===== src/rtl/ld_ramp_ctrl.sv =====
// ld_ramp_ctrl: laser-diode current ramp controller.
// Soft-starts the DAC drive code towards the setpoint, tracks setpoint changes in
// both directions, soft-stops on loss of enable and latches a FAULT shutdown.
// Arithmetic is carried at WX bits so neither step nor compare can wrap.
module ld_ramp_ctrl #(
    parameter int W          = 13,
    parameter int STEP_SHIFT = 10,
    parameter int DN_SHIFT   = 1,
    parameter int TICK_DIV   = 4
) (
    input  logic         CLK,
    input  logic         Clr,
    input  logic         SW_ON,
    input  logic         LD_ON,
    input  logic         FAULT,
    input  logic [W-1:0] I_set,
    output logic [W-1:0] I_out,
    output logic [2:0]   state,
    output logic         at_set,
    output logic         busy,
    output logic         fault_latched
);

    localparam int WX = W + DN_SHIFT + 1;
    localparam int TW = (TICK_DIV > 2) ? $clog2(TICK_DIV) : 1;
    localparam logic [TW-1:0] TCNT_LAST = TW'(TICK_DIV - 1);

    typedef enum logic [2:0] {
        S_IDLE    = 3'd0,
        S_UP      = 3'd1,
        S_HOLD    = 3'd2,
        S_TRIM_DN = 3'd3,
        S_OFF_DN  = 3'd4,
        S_FAULT   = 3'd5
    } state_t;

    state_t        state_q, state_d;
    logic [W-1:0]  i_out_q, i_out_d;
    logic [W-1:0]  i_set_q, i_set_d;
    logic          en_q, en_d;
    logic [TW-1:0] tcnt_q, tcnt_d;
    logic          tick;

    logic [WX-1:0] set_x, out_x, shr_x, inc_x, dec_x, sum_x;
    logic          out_eq, out_lt, out_gt;

    // Widened operands, step sizes (minimum up-step of 1) and setpoint compares.
    always_comb begin
        set_x  = WX'(i_set_q);
        out_x  = WX'(i_out_q);
        shr_x  = set_x >> STEP_SHIFT;
        inc_x  = (shr_x == '0) ? WX'(1) : shr_x;
        dec_x  = inc_x << DN_SHIFT;
        sum_x  = out_x + inc_x;
        out_eq = (i_out_q == i_set_q);
        out_lt = (i_out_q <  i_set_q);
        out_gt = (i_out_q >  i_set_q);
    end

    // Input capture: enable and setpoint are registered every cycle.
    always_comb begin
        en_d    = SW_ON & LD_ON;
        i_set_d = I_set;
    end

    // Next-state logic; FAULT wins over everything, loss of enable wins over compares.
    always_comb begin
        state_d = state_q;
        if (FAULT) begin
            state_d = S_FAULT;
        end else begin
            case (state_q)
                S_IDLE: begin
                    if (en_q) state_d = S_UP;
                end
                S_UP: begin
                    if (!en_q)       state_d = S_OFF_DN;
                    else if (out_eq) state_d = S_HOLD;
                    else if (out_gt) state_d = S_TRIM_DN;
                end
                S_HOLD: begin
                    if (!en_q)       state_d = S_OFF_DN;
                    else if (out_lt) state_d = S_UP;
                    else if (out_gt) state_d = S_TRIM_DN;
                end
                S_TRIM_DN: begin
                    if (!en_q)       state_d = S_OFF_DN;
                    else if (out_eq) state_d = S_HOLD;
                    else if (out_lt) state_d = S_UP;
                end
                S_OFF_DN: begin
                    if (en_q)                 state_d = S_UP;
                    else if (i_out_q == '0)   state_d = S_IDLE;
                end
                S_FAULT: begin
                    // FAULT is already known low here; wait for the operator to drop SW_ON.
                    if (!SW_ON) state_d = S_IDLE;
                end
                default: state_d = S_IDLE;
            endcase
        end
    end

    // Step timebase: restarts on every state change so each state gets a full period.
    always_comb begin
        tick = (tcnt_q == TCNT_LAST) && (state_d == state_q);
        if ((state_d != state_q) || (state_q == S_IDLE) ||
            (state_q == S_HOLD) || (state_q == S_FAULT)) begin
            tcnt_d = '0;
        end else if (tick) begin
            tcnt_d = '0;
        end else begin
            tcnt_d = tcnt_q + TW'(1);
        end
    end

    // Drive code update: saturating steps on tick, forced to zero in IDLE/FAULT.
    always_comb begin
        i_out_d = i_out_q;
        if (FAULT) begin
            i_out_d = '0;
        end else begin
            case (state_q)
                S_IDLE, S_FAULT: i_out_d = '0;
                S_HOLD:          i_out_d = i_out_q;
                S_UP: begin
                    if (tick) begin
                        if (sum_x >= set_x) i_out_d = i_set_q;
                        else                i_out_d = W'(sum_x);
                    end
                end
                S_TRIM_DN: begin
                    if (tick) begin
                        if (out_x >= set_x + dec_x) i_out_d = W'(out_x - dec_x);
                        else                        i_out_d = i_set_q;
                    end
                end
                S_OFF_DN: begin
                    if (tick) begin
                        if (out_x > dec_x) i_out_d = W'(out_x - dec_x);
                        else               i_out_d = '0;
                    end
                end
                default: i_out_d = '0;
            endcase
        end
    end

    // All state registers, synchronous active-high clear.
    always_ff @(posedge CLK) begin
        if (Clr) begin
            state_q <= S_IDLE;
            i_out_q <= '0;
            i_set_q <= '0;
            en_q    <= 1'b0;
            tcnt_q  <= '0;
        end else begin
            state_q <= state_d;
            i_out_q <= i_out_d;
            i_set_q <= i_set_d;
            en_q    <= en_d;
            tcnt_q  <= tcnt_d;
        end
    end

    // Status decode from the state register only.
    assign I_out         = i_out_q;
    assign state         = state_q;
    assign at_set        = (state_q == S_HOLD);
    assign busy          = (state_q == S_UP) || (state_q == S_TRIM_DN) || (state_q == S_OFF_DN);
    assign fault_latched = (state_q == S_FAULT);

endmodule


===== config.mk =====
export PLATFORM = sky130hd
export DESIGN_NAME = ld_ramp_ctrl
export DESIGN_NICKNAME = d
export VERILOG_FILES = /design/src/rtl/ld_ramp_ctrl.sv
export SDC_FILE = /design/constraint.sdc
export NUM_CORES = 1
export LEC_CHECK = 0
export ABC_CLOCK_PERIOD_IN_PS = 6400
export BUFFER_PORTS_ARGS = -buffer_cell sky130_fd_sc_hd__buf_2
export CORE_MARGIN = 3
export CORE_UTILIZATION = 50
export DETAILED_ROUTE_END_ITERATION = 16
export PLACE_DENSITY = 0.7
export SYNTH_ARGS = -nofsm -noshare
export SYNTH_HDL_FRONTEND = slang
export SYNTH_SLANG_ARGS = --single-unit

===== constraint.sdc =====
create_clock -name CLK -period 6.4 [get_ports CLK]
set_input_delay 0.64 -clock CLK [delete_from_list [all_inputs] [get_ports CLK]]
set_output_delay 0.64 -clock CLK [all_outputs]
set_load 0.01 [all_outputs]

Yosys cells after proc, flatten, opt, wreduce, memory -nomap -nowiden
Cells that the tools add are included.

Reductions and logical operators: 12. Divide/modulo/power cells: 0. $lt $le $gt $ge: 5. Shifts and indexed selects: 0. Multiply operators: 0. $add $sub $neg: 4. Equality and inequality tests: 12. Bitwise gates (word level): 2. Multiplexer cells: 22.

Operators with widths (number): 13-bit 2-to-1 mux (6); 13-bit case mux with 4 select lines (1); 3-bit 2-to-1 mux (14); 3-bit case mux with 6 select lines (1); 15-bit zero test (1); 13-bit by 3-bit adder with 14-bit output (1); 13-bit by 4-bit adder with 14-bit output (1); 13-bit by 14-bit >= comparator with 1-bit output (1); 14-bit by 13-bit >= comparator with 1-bit output (1); 13-bit == test (1); 13-bit greater-than comparator (1); 13-bit by 4-bit greater-than comparator with 1-bit output (1); 13-bit zero test (1); 13-bit less-than comparator (1); 13-bit by 4-bit subtractor with 13-bit output (1); 3-bit by 2-bit == test with 1-bit output (second input constant) (2); 3-bit == test (second input constant) (2); 2-bit != test (second input constant) (3); 1-bit logical OR (5); 4-bit AND reduction (1); 3-bit by 1-bit == test with 1-bit output (second input constant) (1); 3-bit == test (1); 3-bit zero test (1); 3-bit != test (1); 7 further kinds (7).

Bits in read-only memories: 0. Word-level logic and storage cells: 62. Output and inout port bits: 19. Bits in registers: 32. Bits in writable memories: 0. Bits in latches: 0. Memories: 0.

Logic depth before layout (Yosys ltp)
Depth after elaboration: 11. Gate-level depth with buffers: 18. Mapped depth without buffers: 17.

Least setup slack after synthesis
Ideal clock, no wire load.

Kind: register to register. Start: register i_set_q[11]. End: register i_out_q[1], in the netlist I_out[1]. Required time: 6.283 ns. Clock period less this slack: 3.929 ns. Arrival time: 3.813 ns. Slack: 2.471 ns. Stages on the path, launching flop included: 16. Path through: dfxtp_1 > o21ai_0 > ha_1 > inv_1 > fa_1 > nor2b_1 > o211ai_1 > xnor2_1 > ha_1 > a21o_1 > a211oi_1 > o21ai_0 > a221oi_2 > o22ai_1 > a221o_1 > a22o_1.

Longest elaborated chain between the ends: 10. Elaborated cells between the ends (all ways): 34. Those cells by class: 3 x add/sub; 5 x order compare; 5 x eq/ne; 18 x mux; 3 x reduce/logical.

RTL lines: start, declared (RTL line 39) `logic [W-1:0] i_set_q, i_set_d;`; start signal, assigned (RTL line 160) `i_set_q <= i_set_d;`; branches (longest 10 deep; another with 13-bit by 4-bit adder with 14-bit output); end signal, assigned (RTL line 159) `i_out_q <= i_out_d;`; end, declared (RTL line 38) `logic [W-1:0] i_out_q, i_out_d;`.

Parallel ways; which one is timed is not known. The select of a mux whose other input is x is not followed. A chain may end at the register's enable or synchronous reset.

Worst setup path after layout
Start: register i_set_q[11]. End: register i_out_q[3], in the netlist I_out[3].

The elaborated chain is that of the path after synthesis.

==> out/results.tsv <==
stage	metric	value	unit
run_status	status	finished clean	
synthesis	synth_fp_nets	468	
clock_tree	path_clk_slew	70	ps
routing	wl_per_cell	19.3	um
sta	fin_setup_tns	0	ps
routing	vias_per_cell	6.56	
synthesis	netlist_top_cells_area	dfxtp_1 (20%), ha_1 (18%), xnor2_1 (4.8%)	
sta	fin_skew	9.17	ps
synthesis	synth-seq-cells	32	
floorplan	coreArea	6130	um^2
clock_tree	cts.sinks	32	
sta	tightest_slew	938	ps
clock_tree	cts_buffers	5	
grt	grt_max_degree	20	
sta	relSlewSlack	35.8	%
placed_design	hpwl	7500	um
clock_tree	cts.path.max_buffers	2	
setup_path	critPathBufInv	1	
routing	vias	3311	
routing	totalWireLength	9740	um
placed_design	pre_cts_ws	1250	ps
routing	drt_iter0_drc	299	
clock_tree	holdBufCountCts	0	
synthesis	synth_area	3280	um^2
synthesis	async_flop_share	0	%
power	leakagePower	1.69	nW
finish	diodes	0	
floorplan	die_y	87.1	um
placed_design	gp_congestion	0.976	
synthesis	synth.avg_cell_area	8.23	um^2
synthesis	synth.distinct_cells	62	
synthesis	yosysTopAreaCell	dfxtp_1	
synthesis	synthCells	399	
routing	drt_first_pass_iters	5	
synthesis	ys_seq_area_share	19.5	%
grt	grt_pass1_vias	3177	
sta	slew_viol_final	0	
finish	seqCellArea	641	um^2
setup_path	cp_data_required_time	6590	ps
finish	final_cell_mix	ha_1 (48), nor2_1 (36), buf_2 (36)	
setup_path	cp-startpoint	i_set_q[11]	
floorplan	rows	28	
finish	multiInputGateArea	2470	um^2
finish	area_growth	8.80	%
synthesis	synth_top_area_share	19.5	%
setup_path	regToRegStartpoint	i_set_q[11]	
floorplan	fp.dieArea	7580	um^2
floorplan	fp.dieW	87.1	um
routing	drc	0	
grt	grt_pass1_wl	16300	um
setup_path	critPathTopFamily	compound AO/OA/AOI/OAI gates	
setup_path	critPathCaptureType	register	
grt	grtUsageTotal	27.7	%
clock_tree	cts_resized	0	
power	ir_drop	94.0	uV
grt	grt_antenna_before_repair	0	
sta	finalSetupViolCount	0	
synthesis	synth_edf_count	0	
sta	layout_min_cycle_time	5330	ps
sta	post-route-period-util	83.3	%
setup_path	cpPeakStageDelay	800	ps
sta	grt_setup_unrepaired	no	
grt	overflow	0	
floorplan	start_util	53.6	%
routing	final_antenna_net_count	0	
sta	final-hold-violation-count	0	
setup_path	slowest_stage	a221oi_2	
setup_path	cp.arrival	5520	ps
setup_path	critPathMaxFanout	10	
finish	drive_gt1_share	12.6	%
setup_path	start_kind	register	
clock_tree	clk_latency	300	ps
finish	n_fill_cell	574	
finish	final_nets	499	
worst_hold_path	min_from	tcnt_q[0]	
floorplan	pin_count	37	
job	cap_violations	0	
clock_tree	cts_setup_buffers	0	
clock_tree	htreeDepth	2	
finish	layout_commonest_cell	ha_1	
power	power_density	140	nW/um^2
setup_path	crit_chain	o21ai_0 -> ha_1 -> inv_1 -> fa_1 -> nor2b_1 -> o211ai_1 -> nor2_1 -> xor2_1 -> ha_1 -> o211ai_1 -> nor2_1 -> a221oi_2 -> o22ai_1 -> a222oi_1 -> a21oi_1 -> a21o_1	
synthesis	synth-main-ff-cell	dfxtp_1	
sta	fin_ws	1070	ps
setup_path	criticalPathCategory	reg -> reg	
synthesis	ys_warn_count	0	
sta	fmax	188	MHz
placed_design	io_buffers	36	
worst_hold_path	min-delay-path-class	reg -> reg	
clock_tree	root_buffer	clkbuf_8	
clock_tree	cts_tree	yes	
-- registers in the layout, indices dropped and copies added, names as in the netlist --
register  count
I_out        13
i_set_q      13
state         3
tcnt_q        2
en_q          1
-- cell type report --
type | count | share of cell area, %
clock inverter | 1 | 0.140
timing repair buffer | 37 | 5.25
inverter | 27 | 2.84
tap | 75 | 2.63
multi-input combinational | 327 | 69.2
clock buffer | 6 | 2.03
sequential | 32 | 17.9
-- path summary, 6_finish.rpt --
check / cells after the start / slack (ps) / to
worst max-delay path: 16 / 1070 / I_out[3]
worst min-delay path: 1 / 430 / tcnt_q[0]
worst max register to register: 16 / 1070 / I_out[3]
worst min register to register: 1 / 430 / tcnt_q[0]
-- worst reg2reg max path: stages, from the launching register on --
cell and delay (ps):
dfxtp_1 390, o21ai_0 390, ha_1 260, inv_1 60, fa_1 400, nor2b_1 300
o211ai_1 290, nor2_1 210, xor2_1 260, ha_1 280, o211ai_1 240, nor2_1 90
a221oi_2 800, o22ai_1 560, a222oi_1 460, a21oi_1 70, a21o_1 160
-- metrics by stage --
stage	utilization, %	instances	area, um^2	power, mW	hold slack, ps
floorplan	-	399	3280	0.308	404
global placement	57.0	498	3500	0.345	413
detailed placement	57.0	498	3500	0.346	423
CTS	58.3	505	3570	0.499	433
global route	58.3	505	3570	0.532	458
finish	58.3	505	3570	0.501	429
-- cells in the mapped netlist (all sizes together), types with 2 or more instances --
| cell type | number |
|---|---|
| a2111oi | 3 |
| clkbuf | 5 |
| and3b | 2 |
| a221o | 6 |
| ha | 48 |
| fa | 3 |
| a22oi | 5 |
| and3 | 4 |
| a211oi | 4 |
| o21a | 4 |
| nand4 | 7 |
| nor4b | 3 |
| o211ai | 3 |
| and4 | 4 |
| or4 | 5 |
| xnor2 | 18 |
| nor3 | 6 |
| nand2b | 5 |
| nor2b | 16 |
| a21o | 9 |
| inv | 27 |
| o21ai | 14 |
| o31ai | 2 |
| mux2i | 4 |
| a21oi | 26 |
| or3 | 5 |
| buf | 8 |
| xor2 | 9 |
| dfxtp | 32 |
| a31oi | 2 |
| a31o | 4 |
| nor2 | 36 |
| nor3b | 3 |
| nand3 | 12 |
| o22ai | 2 |
| nand2 | 23 |
| a22o | 10 |
| o221ai | 2 |
| nor4 | 6 |
-- metal layers --
metal | GRT usage, % | up-vias | routed length [um]
met3 | 5.87 | 36 | 762
met1 | 37.8 | 1561 | 4320
met2 | 42.9 | 167 | 4360
li1 | - | 1547 | -
met4 | 9.92 | 0 | 299
met5 | 0 | - | 0
-- power by group --
part	total [mW]	internal [mW]	switching, mW
logic	0.127	0.0517	0.0758
clock network	0.156	0.0740	0.0818
registers	0.217	0.206	0.0116
total	0.501	0.331	0.169
-- cells by family (layout without fill, tap and decap cells) --
| logic type | Yosys count | count (layout) | synth area share, % |
|---|---|---|---|
| and+or+nand+nor | 139 | 139 | 23.4 |
| AOI/OAI and AO/OA | 105 | 105 | 23.0 |
| adders and majority gates | 51 | 51 | 20.1 |
| buffers and inverters | 40 | 71 | 5.22 |
| DFF | 32 | 32 | 19.5 |
| xor gates and xnor gates | 27 | 27 | 7.20 |
| muxes | 5 | 5 | 1.56 |
No activity file was read; power rests on OpenSTA's default activity.
